**src/rtl/lcd_pkg.sv**
```systemverilog
// Shared types and constants for the LCD message sequencer: FSM states,
// the controller power-up instruction list and the per-line DDRAM address codes.
package lcd_pkg;

  typedef enum logic [2:0] {
    S_INIT,
    S_INIT_WAIT,
    S_IDLE,
    S_ISSUE,
    S_WAIT
  } state_t;

  localparam int LCD_INIT_LEN = 5;
  localparam int LCD_DATA_BIT = 8;

  // function set, display on, clear, entry mode, home
  localparam logic [8:0] LCD_INIT_SEQ [LCD_INIT_LEN] =
    '{9'h038, 9'h00C, 9'h001, 9'h006, 9'h080};

  localparam logic [8:0] LCD_LINE_ADDR [4] =
    '{9'h080, 9'h0C0, 9'h094, 9'h0D4};

endpackage

```
**src/rtl/lcd_msg_sequencer.sv**
```systemverilog
// Drives LCD_controller through init and full-screen refreshes of a message.
// Optional build macro LCD_AUTO_REFRESH_EN: a Msg_select change also requests a refresh.
//
// state        | meaning
// S_INIT       | present next power-up instruction
// S_INIT_WAIT  | wait for controller to finish an init instruction
// S_IDLE       | init complete, waiting for a refresh request
// S_ISSUE      | present next address/data instruction of the refresh
// S_WAIT       | wait for controller, then advance column/line
module lcd_msg_sequencer
  import lcd_pkg::*;
#(
  parameter int NUM_LINES = 2,
  parameter int NUM_COLS  = 16,
  parameter int NUM_MSGS  = 4,
  localparam int MSG_W    = $clog2(NUM_MSGS)
) (
  input  logic             Clock_50,
  input  logic             Resetn,
  input  logic [MSG_W-1:0] Msg_select,
  input  logic             Update_req,
  output logic [MSG_W-1:0] Char_msg,
  output logic [1:0]       Char_line,
  output logic [5:0]       Char_col,
  input  logic [7:0]       Char_code,
  output logic             LCD_start,
  output logic [8:0]       LCD_instruction,
  input  logic             LCD_done,
  output logic             Init_done,
  output logic             Busy
);

  localparam logic [5:0] LAST_COL  = 6'(NUM_COLS - 1);
  localparam logic [1:0] LAST_LINE = 2'(NUM_LINES - 1);
  localparam logic [2:0] LAST_INIT = 3'(LCD_INIT_LEN - 1);

  state_t           r_state, w_state_nxt;
  logic [2:0]       r_init_idx, w_init_idx_nxt;
  logic [1:0]       r_line, w_line_nxt;
  logic [5:0]       r_col, w_col_nxt;
  logic             r_phase_data, w_phase_data_nxt;
  logic [MSG_W-1:0] r_msg, w_msg_nxt;
  logic             r_pending, w_pending_nxt;
  logic             r_start, w_start_nxt;
  logic [8:0]       r_instr, w_instr_nxt;
  logic             r_init_done, w_init_done_nxt;
  logic             w_done;
  logic             w_set_pending;

`ifdef LCD_AUTO_REFRESH_EN
  logic [MSG_W-1:0] r_msg_prev;
  logic             w_msg_chg;

  always_ff @(posedge Clock_50) begin
    if (!Resetn) r_msg_prev <= '0;
    else         r_msg_prev <= Msg_select;
  end

  assign w_msg_chg     = (Msg_select != r_msg_prev);
  assign w_set_pending = (Update_req && (r_state != S_IDLE)) || (w_msg_chg && r_init_done);
`else
  assign w_set_pending = Update_req && (r_state != S_IDLE);
`endif

  // LCD_done is only honoured once the start strobe has dropped
  assign w_done = LCD_done && !r_start;

  always_comb begin
    w_state_nxt      = r_state;
    w_init_idx_nxt   = r_init_idx;
    w_line_nxt       = r_line;
    w_col_nxt        = r_col;
    w_phase_data_nxt = r_phase_data;
    w_msg_nxt        = r_msg;
    w_pending_nxt    = r_pending || w_set_pending;
    w_start_nxt      = 1'b0;
    w_instr_nxt      = r_instr;
    w_init_done_nxt  = r_init_done;

    case (r_state)
      S_INIT: begin
        w_instr_nxt = LCD_INIT_SEQ[r_init_idx];
        w_start_nxt = 1'b1;
        w_state_nxt = S_INIT_WAIT;
      end
      S_INIT_WAIT: begin
        if (w_done) begin
          if (r_init_idx == LAST_INIT) begin
            w_init_done_nxt = 1'b1;
            w_state_nxt     = S_IDLE;
          end else begin
            w_init_idx_nxt = r_init_idx + 3'd1;
            w_state_nxt    = S_INIT;
          end
        end
      end
      S_IDLE: begin
        if (Update_req || r_pending) begin
          w_pending_nxt    = 1'b0;
          w_msg_nxt        = Msg_select;
          w_line_nxt       = '0;
          w_col_nxt        = '0;
          w_phase_data_nxt = 1'b0;
          w_state_nxt      = S_ISSUE;
        end
      end
      S_ISSUE: begin
        if (r_phase_data) begin
          w_instr_nxt               = {1'b0, Char_code};
          w_instr_nxt[LCD_DATA_BIT] = 1'b1;
        end else begin
          w_instr_nxt = LCD_LINE_ADDR[r_line];
        end
        w_start_nxt = 1'b1;
        w_state_nxt = S_WAIT;
      end
      S_WAIT: begin
        if (w_done) begin
          w_state_nxt = S_ISSUE;
          if (!r_phase_data) begin
            w_phase_data_nxt = 1'b1;
          end else if (r_col != LAST_COL) begin
            w_col_nxt = r_col + 6'd1;
          end else if (r_line != LAST_LINE) begin
            w_line_nxt       = r_line + 2'd1;
            w_col_nxt        = '0;
            w_phase_data_nxt = 1'b0;
          end else begin
            w_state_nxt = S_IDLE;
          end
        end
      end
      default: w_state_nxt = S_INIT;
    endcase
  end

  always_ff @(posedge Clock_50) begin
    if (!Resetn) begin
      r_state      <= S_INIT;
      r_init_idx   <= '0;
      r_line       <= '0;
      r_col        <= '0;
      r_phase_data <= 1'b0;
      r_msg        <= '0;
      r_pending    <= 1'b0;
      r_start      <= 1'b0;
      r_instr      <= '0;
      r_init_done  <= 1'b0;
    end else begin
      r_state      <= w_state_nxt;
      r_init_idx   <= w_init_idx_nxt;
      r_line       <= w_line_nxt;
      r_col        <= w_col_nxt;
      r_phase_data <= w_phase_data_nxt;
      r_msg        <= w_msg_nxt;
      r_pending    <= w_pending_nxt;
      r_start      <= w_start_nxt;
      r_instr      <= w_instr_nxt;
      r_init_done  <= w_init_done_nxt;
    end
  end

  assign Char_msg        = r_msg;
  assign Char_line       = r_line;
  assign Char_col        = r_col;
  assign LCD_start       = r_start;
  assign LCD_instruction = r_instr;
  assign Init_done       = r_init_done;
  assign Busy            = (r_state != S_IDLE);

endmodule
```
**config.mk**
```make
export PLATFORM = sky130hd
export DESIGN_NAME = lcd_msg_sequencer
export DESIGN_NICKNAME = d
export VERILOG_FILES = /design/src/rtl/lcd_pkg.sv /design/src/rtl/lcd_msg_sequencer.sv
export SDC_FILE = /design/constraint.sdc
export NUM_CORES = 1
export LEC_CHECK = 0
export CELL_PAD_IN_SITES_DETAIL_PLACEMENT = 0
export CELL_PAD_IN_SITES_GLOBAL_PLACEMENT = 1
export CORE_MARGIN = 4
export CORE_UTILIZATION = 33
export DETAILED_ROUTE_END_ITERATION = 7
export HOLD_SLACK_MARGIN = 0.06
export PLACE_DENSITY_LB_ADDON = 0.12
export SYNTH_ARGS = -nofsm -noshare
export SYNTH_HDL_FRONTEND = slang
export SYNTH_SLANG_ARGS = --single-unit
```
**constraint.sdc**
```tcl
create_clock -name Clock_50 -period 1.7 [get_ports Clock_50]
set_clock_uncertainty 0.2 [all_clocks]
set_input_delay 0.34 -clock Clock_50 [delete_from_list [all_inputs] [get_ports Clock_50]]
set_output_delay 0.34 -clock Clock_50 [all_outputs]
set_load 0.005 [all_outputs]
```
# Word-level counts from Yosys, hierarchy flattened
# Memories as Yosys holds them, arrays and structs flattened.
# Index checks and enable logic that the tools add are counted.
totals:
  reg_bits: 29
  rom_bits: 72
  inputBits: 14
  out_inout_bits: 22
  wordCells: 86
  memories: 1
memory_table:
  columns: ["name", "words", "width", "read_ports", "rd_clocked_by_memory_dff", "write_ports", "line_no", "text"]
  rows:
  - ["(name not given)", 8, 9, 1, 0, 0, "lcd_msg_sequencer.sv:82", "w_instr_nxt = LCD_INIT_SEQ[r_init_idx];"]
op_classes:
  n_addsub: 3
  magnitude_cmp: 2
  eq_ne: 15
  mux: 36
  bitwise: 3
  reduce_logical: 16
ops:
  columns: ["op", "n"]
  rows:
  - ["$mux W9", 5]
  - ["$mux W6", 5]
  - ["$bmux W9 S2", 1]
  - ["$pmux W9 S2", 1]
  - ["$pmux W3 S5", 1]
  - ["$mux W2", 6]
  - ["$ne A2 B2 Y1 const B", 6]
  - ["$pmux W6 S2", 1]
  - ["$reduce_and A3 Y1", 4]
  - ["$mux W1", 11]
  - ["$mux W3", 3]
  - ["$add A6 B1 Y6 const B", 1]
  - ["$eq A3 B2 Y1 const B", 2]
  - ["$eq A3 B3 Y1 const B", 2]
  - ["$ne A6 B4 Y1 const B", 1]
  - ["$reduce_and A6 Y1", 1]
  - ["$reduce_and A5 Y1", 1]
  - ["$ge A4 B4 Y1 const B", 1]
  - ["$not A3 Y4", 1]
  - ["$pmux W2 S2", 1]
  - ["$reduce_bool A2 Y1", 2]
  - ["$add A3 B1 Y3 const B", 1]
  - ["$eq A3 B1 Y1 const B", 1]
  - ["$ge A3 B3 Y1 const B", 1]
  - ["13 further kinds", 15]

# Logic depth before layout (Yosys ltp)
# Gate-level depths: netlist of run 1.
depth:
  ltp_word: 6
  ltp_mapped: 6
  mapped_depth_nobuf: 6

# Worst setup path before layout of run 1
# OpenSTA, ideal clock, no wires.
synth_path:
  path_kind: "reg-to-reg"
  start: "register r_col[0], in the netlist Char_col[0]"
  end: "register r_col[3], in the netlist Char_col[3]"
  setup_time_ns: 0.122
  t_arrival_ns: 1.321
  required_time_ns: 1.378
  setup_slack_ns: 0.057
  path_stages_with_launch: 6
  path_buffers: 0
  period_less_slack_ns: 1.643
  path_cell_list: "dfxtp_1 ha_1 and4b_1 nand3_1 a21boi_4 a311o_1"
synth_between:
  elab_chain_cells: 5
  word_cells_on_any_way: 8
  cone_classes: "1 x add/sub; 2 x eq/ne; 4 x mux; 1 x reduce/logical"
synth_lines:
  columns: ["element", "line_no", "text"]
  rows:
  - ["start: declaration", "lcd_msg_sequencer.sv:40", "logic [5:0] r_col, w_col_nxt;"]
  - ["start signal: assignment", "lcd_msg_sequencer.sv:153", "r_col <= w_col_nxt;"]
  - ["$add A6 B1 Y6 / $ne A6 B4 Y1 (equally long branches)", "lcd_msg_sequencer.sv:123, lcd_msg_sequencer.sv:122", null]
  - ["$mux W6", "lcd_msg_sequencer.sv:122", "end else if (r_col != LAST_COL) begin"]
  - ["$mux W6", "lcd_msg_sequencer.sv:120", "if (!r_phase_data) begin"]
  - ["$mux W6", "lcd_msg_sequencer.sv:118", "if (w_done) begin"]
  - ["$pmux W6 S2", "lcd_msg_sequencer.sv:80", "case (r_state)"]
# Parallel ways exist; a longest one is shown, timed or not. The select of a mux whose other input is x is not followed.
# A chain may end at the register's enable or synchronous reset.

# Final worst setup path of run 1
layout_path:
  start: "register r_col[5], in the netlist Char_col[5]"
  end: "output port Char_col[5]"
layout_rtl:
  columns: ["element", "line_no", "text"]
  rows:
  - ["end: declaration", "lcd_msg_sequencer.sv:24", "output logic [5:0] Char_col,"]
# No word-level cell between the ends.

==> summary by stage, run 1 <==
Status
The run finished with clean final reports.

Place
The total of buffers placed on input and output ports is 35. The setup slack after placement is -355.1 ps. Routability-driven placement finished with a final weighted congestion of 0.8778. The placed wire-length estimate is 3324 um.

Cells and area
The share of layout cells above drive strength 1 is 29.44%. In the final design database the tool counted 268 nets. The antenna diode instance count is 0.

Compared with the post-synthesis result, the final layout area differs by 53.77%. Summing all multi-input logic gate instances after layout gives 938.4 um2. Across the whole layout, storage elements account for 603.1 um2. The filler cell count is 417.

Logic synthesis
The async set-or-reset flop fraction in the synthesized netlist is 0%. The prevailing post-synth register cell is sky130_fd_sc_hd__dfxtp_1. Each instance of the synthesized netlist takes up on average 8.571 um2. Synthesis instantiated 46 different standard cells from the library. The mapped netlist covers 1543 um2.

The share of the Yosys chip area taken by registers is 37.63%. The instance count of the mapped netlist is 180. The total number of yosys warnings is 0.

The register bit count reported by yosys is 29. The number of enable flip-flop cells after synthesis is 0. The synthesized net count is 200.

STA
The pin slew with the least headroom to its limit is 334.6 ps. Setup repair after global routing could not meet its margin everywhere. The number of endpoints with negative hold slack in the final report is 0. The worst slew margin relative to its limit is 77.69%. The worst path meets setup with 16.12 ps of slack.

The final number of max-transition violations is 0. For the final routed database, the setup TNS stands at 0 ps. For the finished layout, the period the worst path requires is 1684 ps. Of the available clock period, the critical path in the final layout requires 99.05%. Setup violations remaining at the end of the flow were counted as 0. The maximum clock frequency is 0.5939 GHz. The smallest hold slack is 193.5 ps.

Floorplanning
The die area is 5833 um2. The horizontal die dimension is 76.38 um. The I/O pin total is 36. The vertical die dimension is 76.38 um.

Once the floorplan was initialized, standard cells occupied 34.71% of the core. After floorplanning, the core was divided into 24 placement rows. The core region is 4444 um2.

Pwr
For this design the total switching power over the nets is 347.7 uW. The share of total power dissipated in the clock network is 38.9%. In this run the power density over the cells is 619.0 nW/um2. The maximum resistive drop on vdd is 404.3 uV. The internal power summed over all cells is 1121 uW. The part of the total power dissipated in sequential elements is 48.3%.

Net switching is 23.68% of the power. The combinational power share is 12.8%. The static leakage power is 0.001141 uW.

Job
Max-cap violations in this run came to 0.

Route
The count of TritonRoute iterations in the first routing pass is 4. After detailed routing, the number of remaining DRC violations is 0. The total detailed-routing wirelength is 4432 um. The routed layout has 1527 vias. Once detail routing completed, the nets flagged for antenna violations numbered 0. Dividing the detail-routed wire length by the instance count gives 14.77 um. Using the TritonRoute via totals, the vias-per-cell ratio works out to 5.090. In this run, the number of DRC markers left after iteration 0 of detailed routing was 74.

Clock network
The count of clock tree sinks is 29. The root buffer cell is sky130_fd_sc_hd__clkbuf_8. The clock latency at the later pin of the worst-skew pair is 280 ps.

The hold-fix buffer count after cts is 0. The clock tree synthesis step divided the H-tree into 2 levels. The clock passes through at most 2 buffers. After clock tree synthesis, the clock-pin slew on the worst setup and hold paths is 60 ps. The number of buffers inserted during clock tree synthesis is 5. The CTS tree is built.

Global route
The pin count of the biggest net entering global routing is 15. The number of global-route vias before repair was 1600. The number of antenna violations at the first check in global routing is 0. Across every metal layer, demand over resource in global routing totals 16.17%. The first global-routing pass estimated 7624 um of wire. The total global routing overflow is 0.

Setup path
The worst path arrival time is 1140 ps. The largest individual stage delay along the critical path comes from the cell sky130_fd_sc_hd__clkdlybuf4s50_1. On the worst path, the slowest cell contributes a delay of 510 ps. The signal on the critical path passes through clkdlybuf4s50_1. Broken down by cell family, the worst path's largest delay share belongs to buffers and inverters.

Together, buffers and inverters on the worst path number 1. The data required time of the critical path is 1160 ps. The class of the most critical setup path is flop to output pin. The worst-path maximum fanout is 5.

The worst setup path is launched from a flop. STA classifies the critical path endpoint as an output pin.

Hold path
The worst hold-check path type is primary input to flop.
[synthesized netlist by cell type (3+ instances only)]
cell,number,area (um2)
sky130_fd_sc_hd__a31oi_1,4,25.02
sky130_fd_sc_hd__o21a_1,3,22.52
sky130_fd_sc_hd__buf_2,4,20.02
sky130_fd_sc_hd__ha_1,6,75.07
sky130_fd_sc_hd__o21ai_0,5,25.02
sky130_fd_sc_hd__nand3_1,10,50.05
sky130_fd_sc_hd__nand2_1,8,30.03
sky130_fd_sc_hd__nor2_1,25,93.84
sky130_fd_sc_hd__nor3_1,3,15.01
sky130_fd_sc_hd__clkbuf_1,3,11.26
sky130_fd_sc_hd__a311oi_1,5,43.79
sky130_fd_sc_hd__a21oi_1,13,65.06
sky130_fd_sc_hd__dfxtp_1,29,580.6
sky130_fd_sc_hd__inv_1,9,33.78
sky130_fd_sc_hd__and3_1,4,25.02
sky130_fd_sc_hd__nor2b_1,5,31.28
sky130_fd_sc_hd__mux2i_1,7,70.07
[cell type report]
type                            count  share of cell area (%)
Multi-Input combinational cell    133                   39.56
Timing Repair Buffer               70                   27.22
Sequential cell                    29                   25.42
Clock buffer                        7                   3.639
Tap cell                           52                   2.743
Inverter                            9                   1.424
[stage by stage]
stage               util, %  cells  total power, uW  instance area [um2]
finish                53.38    300             1468                 2372
global route          53.38    300             1544                 2372
CTS                   50.68    296             1477                 2252
detailed placement    47.75    287            907.1                 2122
global placement      47.75    287            901.3                 2122
floorplan                 -    180            802.4                 1543
[cells by family after synthesis]
group	count (synthesis)	share of synthesized area (%)
adders and majority gates	6	4.866
AOI/OAI and AO/OA	41	18.17
and+or+nand+nor	77	27.98
buffers and inverters	18	5.677
DFF	29	37.63
xor gates and xnor gates	2	1.136
muxes	7	4.542
[what timing repair did]
action	4_1_cts	5_1_grt
pin swaps	6	11
setup endpoints to repair	15	28
gates resized for setup	22	27
buffers inserted	2	4
[cell usage in the layout, fill, tap and decap left out, types with 2 or more instances in the layout]
master                            synthesis  routed
sky130_fd_sc_hd__clkbuf_8                 0       6
sky130_fd_sc_hd__o21ai_0                  5       4
sky130_fd_sc_hd__nor3_1                   3       3
sky130_fd_sc_hd__nand3_1                 10       9
sky130_fd_sc_hd__and3b_1                  2       2
sky130_fd_sc_hd__dfxtp_2                  0       6
sky130_fd_sc_hd__nor2b_1                  5       4
sky130_fd_sc_hd__mux2i_1                  7       7
sky130_fd_sc_hd__ha_1                     6       5
sky130_fd_sc_hd__buf_4                    0      33
sky130_fd_sc_hd__dlygate4sd2_1            0       4
sky130_fd_sc_hd__nor2_1                  25      25
sky130_fd_sc_hd__a311oi_1                 5       4
sky130_fd_sc_hd__buf_6                    2       2
sky130_fd_sc_hd__and3_1                   4       3
sky130_fd_sc_hd__a31oi_1                  4       4
sky130_fd_sc_hd__or2_2                    2       2
sky130_fd_sc_hd__a21oi_1                 13      12
sky130_fd_sc_hd__dfxtp_1                 29      19
sky130_fd_sc_hd__dlymetal6s2s_1           0      12
sky130_fd_sc_hd__nor3b_4                  1       2
sky130_fd_sc_hd__inv_1                    9       8
sky130_fd_sc_hd__nand2_1                  8       8
sky130_fd_sc_hd__or3_1                    2       2
sky130_fd_sc_hd__or2_0                    2       2
sky130_fd_sc_hd__o21a_1                   3       3
sky130_fd_sc_hd__o211ai_1                 2       2
sky130_fd_sc_hd__clkdlybuf4s50_1          0      18
sky130_fd_sc_hd__dfxtp_4                  0       4
[flip-flops by register name, indices dropped and copies added (netlist names)]
name,cells
Char_msg,2
Char_line,2
r_phase_data,1
r_init_idx,3
LCD_instruction,9
LCD_start,1
r_state,3
Init_done,1
Char_col,6
r_pending,1
[power by group through the flow]
stage / registers, uW / clock network, uW / logic, uW
floorplan: 728 / 0 / 74.7
global placement: 727 / 0 / 175
detailed placement: 728 / 0 / 179
CTS: 708 / 588 / 180
global route: 711 / 626 / 207
finish: 709 / 571 / 189
[worst paths after layout]
kind                            slack [ps]                startpoint                   endpoint  cells past startpoint
worst min register to register         260    Init_done$_SDFFE_PN0P_     Init_done$_SDFFE_PN0P_                      1
worst max register to register          40  Char_col[0]$_SDFFE_PN0P_  Char_line[0]$_SDFFE_PN0P_                      5
worst min-delay path                   190                Update_req       r_pending$_SDFF_PN0_                      3
worst max-delay path                    20  Char_col[5]$_SDFFE_PN0P_                Char_col[5]                      1
[routing by layer]
metal	routed length, um	global-route usage (%)
met1	2099	20.56
met2	2096	26.27
met3	212	5.201
met4	23	4.348
met5	0	0
(Power assumes the default switching activity.)
==> run 2: changes to the inputs <==
Settings changed: CELL_PAD_IN_SITES_DETAIL_PLACEMENT 0 to not set, CELL_PAD_IN_SITES_GLOBAL_PLACEMENT 1 to not set, CORE_UTILIZATION 33 to 44.
==> run 2 against run 1 <==
Net effect:
- worst setup slack got worse by 8.1 ps
- final cell count fell by 0.67%
- sequential power barely moved
- global-route usage grew 5.7 points
- die area shrank 23%
- critical path depth increased by 5
==> summary by stage, run 2 (same netlist as run 1, synthesis figures left out) <==
Setup path
The most numerous cell type found on the critical path is sky130_fd_sc_hd__buf_6. The critical path startpoint category is a flop (unchanged). The slowest cell on the critical path is sky130_fd_sc_hd__or3b_4 (was sky130_fd_sc_hd__clkdlybuf4s50_1). The worst path arrival time is 1770 ps (was 1140 ps). Ordered cell list for the critical path: buf_6, buf_6, or3b_4, a21o_1, nor3_2, a311o_1 (was clkdlybuf4s50_1).

The class of the most critical setup path was flop to flop (was flop to output pin). The data required time of the critical path is 1780 ps (was 1160 ps). The worst-path maximum fanout is 7 (was 5). The kind of end point of the critical path is a flop (was output pin). The delay of the slowest critical-path stage is 440 ps (was 510 ps).

Place
The weighted congestion at the end of routability-driven global placement was 0.8327 (was 0.8778). The post-detailed-placement cell area came to 2085 um2 (was 2122 um2). The total of buffers placed on input and output ports is 35 (unchanged). The placed wire-length estimate is 3213 um (was 3324 um). The setup slack after placement is -356.7 ps (was -355.1 ps).

Cells and area
The summed area of non-filler cells in the final layout is 2367 um2 (was 2372 um2). The antenna diode instance count is 0 (unchanged). The number of nets in the finished design is 271 (was 268).

Commonest non-fill, non-tap cells in the layout: sky130_fd_sc_hd__buf_4, sky130_fd_sc_hd__nor2_1, sky130_fd_sc_hd__dlygate4sd2_1 (was sky130_fd_sc_hd__buf_4, sky130_fd_sc_hd__nor2_1, sky130_fd_sc_hd__dfxtp_1). The layout overhead on the synthesized area is 53.45% (was 53.77%). The most common cell after layout, fill and taps aside is sky130_fd_sc_hd__buf_4 (unchanged). The number of flip-flops in the largest register was 9 (unchanged). The share of layout cells above drive strength 1 is 37.30% (was 29.44%).

The share of the core filled with cells is 70.39% (was 53.38%).

Status
Result of the run: complete, no violations (unchanged).

Floorplanning
The core region area is 3363 um2 (was 4444 um2). The starting utilization of the core area was 45.87% (was 34.71%). The horizontal die dimension is 67.22 um (was 76.38 um).

The die area is 4518 um2 (was 5833 um2). The vertical die dimension is 67.22 um (was 76.38 um). The I/O pin total is 36 (unchanged). The site row count is 21 (was 24).

Pwr
The maximum resistive drop on vdd came to 350.1 uV (was 404.3 uV). The static leakage power came to 0.001056 uW (was 0.001141 uW). The power density over the cells was 549.4 nW/um2 (was 619.0 nW/um2).

Route
The total detailed-routing wirelength is 4625 um (was 4432 um). The residual antenna-violating net count after detailed routing is 0 (unchanged). The count of routing violations after the opening detailed-route iteration was 69 (was 74).

The count of TritonRoute iterations in the first routing pass is 4 (unchanged). The remaining design rule violation count is 0 (unchanged). The average routed wire per standard cell is 15.52 um (was 14.77 um). The number of vias in the routed layout is 1642 (was 1527). The average vias per placed instance is 5.510 (was 5.090).

STA
The pin slew with the least headroom to its limit is 269.8 ps (was 334.6 ps). The number of endpoints with negative hold slack in the final report came to 0 (unchanged). The aggregate negative setup slack is 0 ps (unchanged). RSZ-0062 raised after global routing: true (unchanged). The worst slew margin relative to its limit is 81.99% (was 77.69%).

The count of final setup violators came to 0 (unchanged). The least setup slack across all paths after layout is 8.020 ps (was 16.12 ps). The minimum clock period after layout is 1692 ps (was 1684 ps). The post-route clock period utilization is 99.53% (was 99.05%). The final number of max-transition violations is 0 (unchanged). The maximum clock frequency was 0.5910 GHz (was 0.5939 GHz).

Clock network
The CTS tree is built (unchanged). The clock latency at the later pin of the worst-skew pair is 330 ps (was 280 ps). The number of H-tree levels is 2 (unchanged). The maximum number of buffers from clock root to sink came to 2 (unchanged). The count of clock tree sinks is 29 (unchanged).

The number of buffers inserted during clock tree synthesis is 5 (unchanged). The root buffer cell was sky130_fd_sc_hd__clkbuf_4 (was sky130_fd_sc_hd__clkbuf_8). The hold-fix buffer count after cts is 0 (unchanged). The clock edge transition at the registers on the reported setup and hold paths is 100 ps (was 60 ps).

Global route
The total routing usage reported by global routing is 21.84% (was 16.17%). The number of antenna violations at the first check in global routing is 0 (unchanged). The wire length of the first global-routing pass is 7396 um (was 7624 um).

The total global routing overflow is 0 (unchanged). The pin count of the biggest net entering global routing came to 13 (was 15). The number of global-route vias before repair is 1642 (was 1600).

Job
The count of max-cap constraint violations is 0 (unchanged).

Hold path
The worst hold-check path type is flop to flop (was primary input to flop).
==> run 2: layout make-up <==
cell class / count / area [um2]
fill: 302 / 996.0
multi-input combinational: 133 / 968.4
timing repair buffer: 73 / 636.9
sequential: 29 / 619.3
tap: 46 / 57.56
clock buffer: 6 / 41.29
inverter: 9 / 33.78
clock inverter: 2 / 10.01
==> run 2: power breakdown <==
| group | total [uW] | switching (uW) | leakage [uW] | internal, uW |
|---|---|---|---|---|
| Combinational | 184 | 84.1 | 0.000777 | 99.8 |
| Clock | 408 | 251 | 0.0000320 | 157 |
| Sequential | 708 | 14.4 | 0.000247 | 694 |
==> run 2: timing repair <==
item / 4_1_cts / 5_1_grt
pin swaps: 2 / 17
endpoints found under the hold margin: 0 / 0
buffers inserted: 10 / 4
resized for setup: 52 / 28
setup endpoints to repair: 28 / 21
==> run 2: final timing paths <==
kind | startpoint | endpoint | slack (ps) | cells past startpoint
worst max-delay path | r_state[1]$_SDFFE_PN0P_ | Char_col[3]$_SDFFE_PN0P_ | 8 | 6
worst min-delay path | Init_done$_SDFFE_PN0P_ | Init_done$_SDFFE_PN0P_ | 260 | 1
worst max register to register | r_state[1]$_SDFFE_PN0P_ | Char_col[3]$_SDFFE_PN0P_ | 8 | 6
worst min register to register | Init_done$_SDFFE_PN0P_ | Init_done$_SDFFE_PN0P_ | 260 | 1
==> run 2: per-stage QoR <==
| stage | hold WS [ps] | instances | total power [uW] |
|---|---|---|---|
| global route | 280.2 | 298 | 1368 |
| finish | 256.9 | 298 | 1300 |
| detailed placement | 255.3 | 277 | 900.0 |
| CTS | 262.3 | 295 | 1291 |
| floorplan | 248.3 | 180 | 802.4 |
| global placement | 248.7 | 277 | 892.1 |
==> run 2: critical path: cells and delay by family (launching register included) <==
family | cells | cell delay, ps
flops | 1 | 330
compound gates | 2 | 330
buf+inv | 2 | 240
simple gates | 2 | 550
==> run 2: metal layers <==
layer | global-route usage, % | wire length (um)
met4 | 8.608 | 82
met1 | 26.67 | 2020
met3 | 5.491 | 259
met5 | 0 | 0
met2 | 36.69 | 2262
==> run 3: changes to the inputs <==
Settings changed: HOLD_SLACK_MARGIN 0.06 to 0.03, SLEW_MARGIN set to 10.
==> results of run 3 <==
Same layout as run 2: the final DEF is identical, and so are final timing and power.
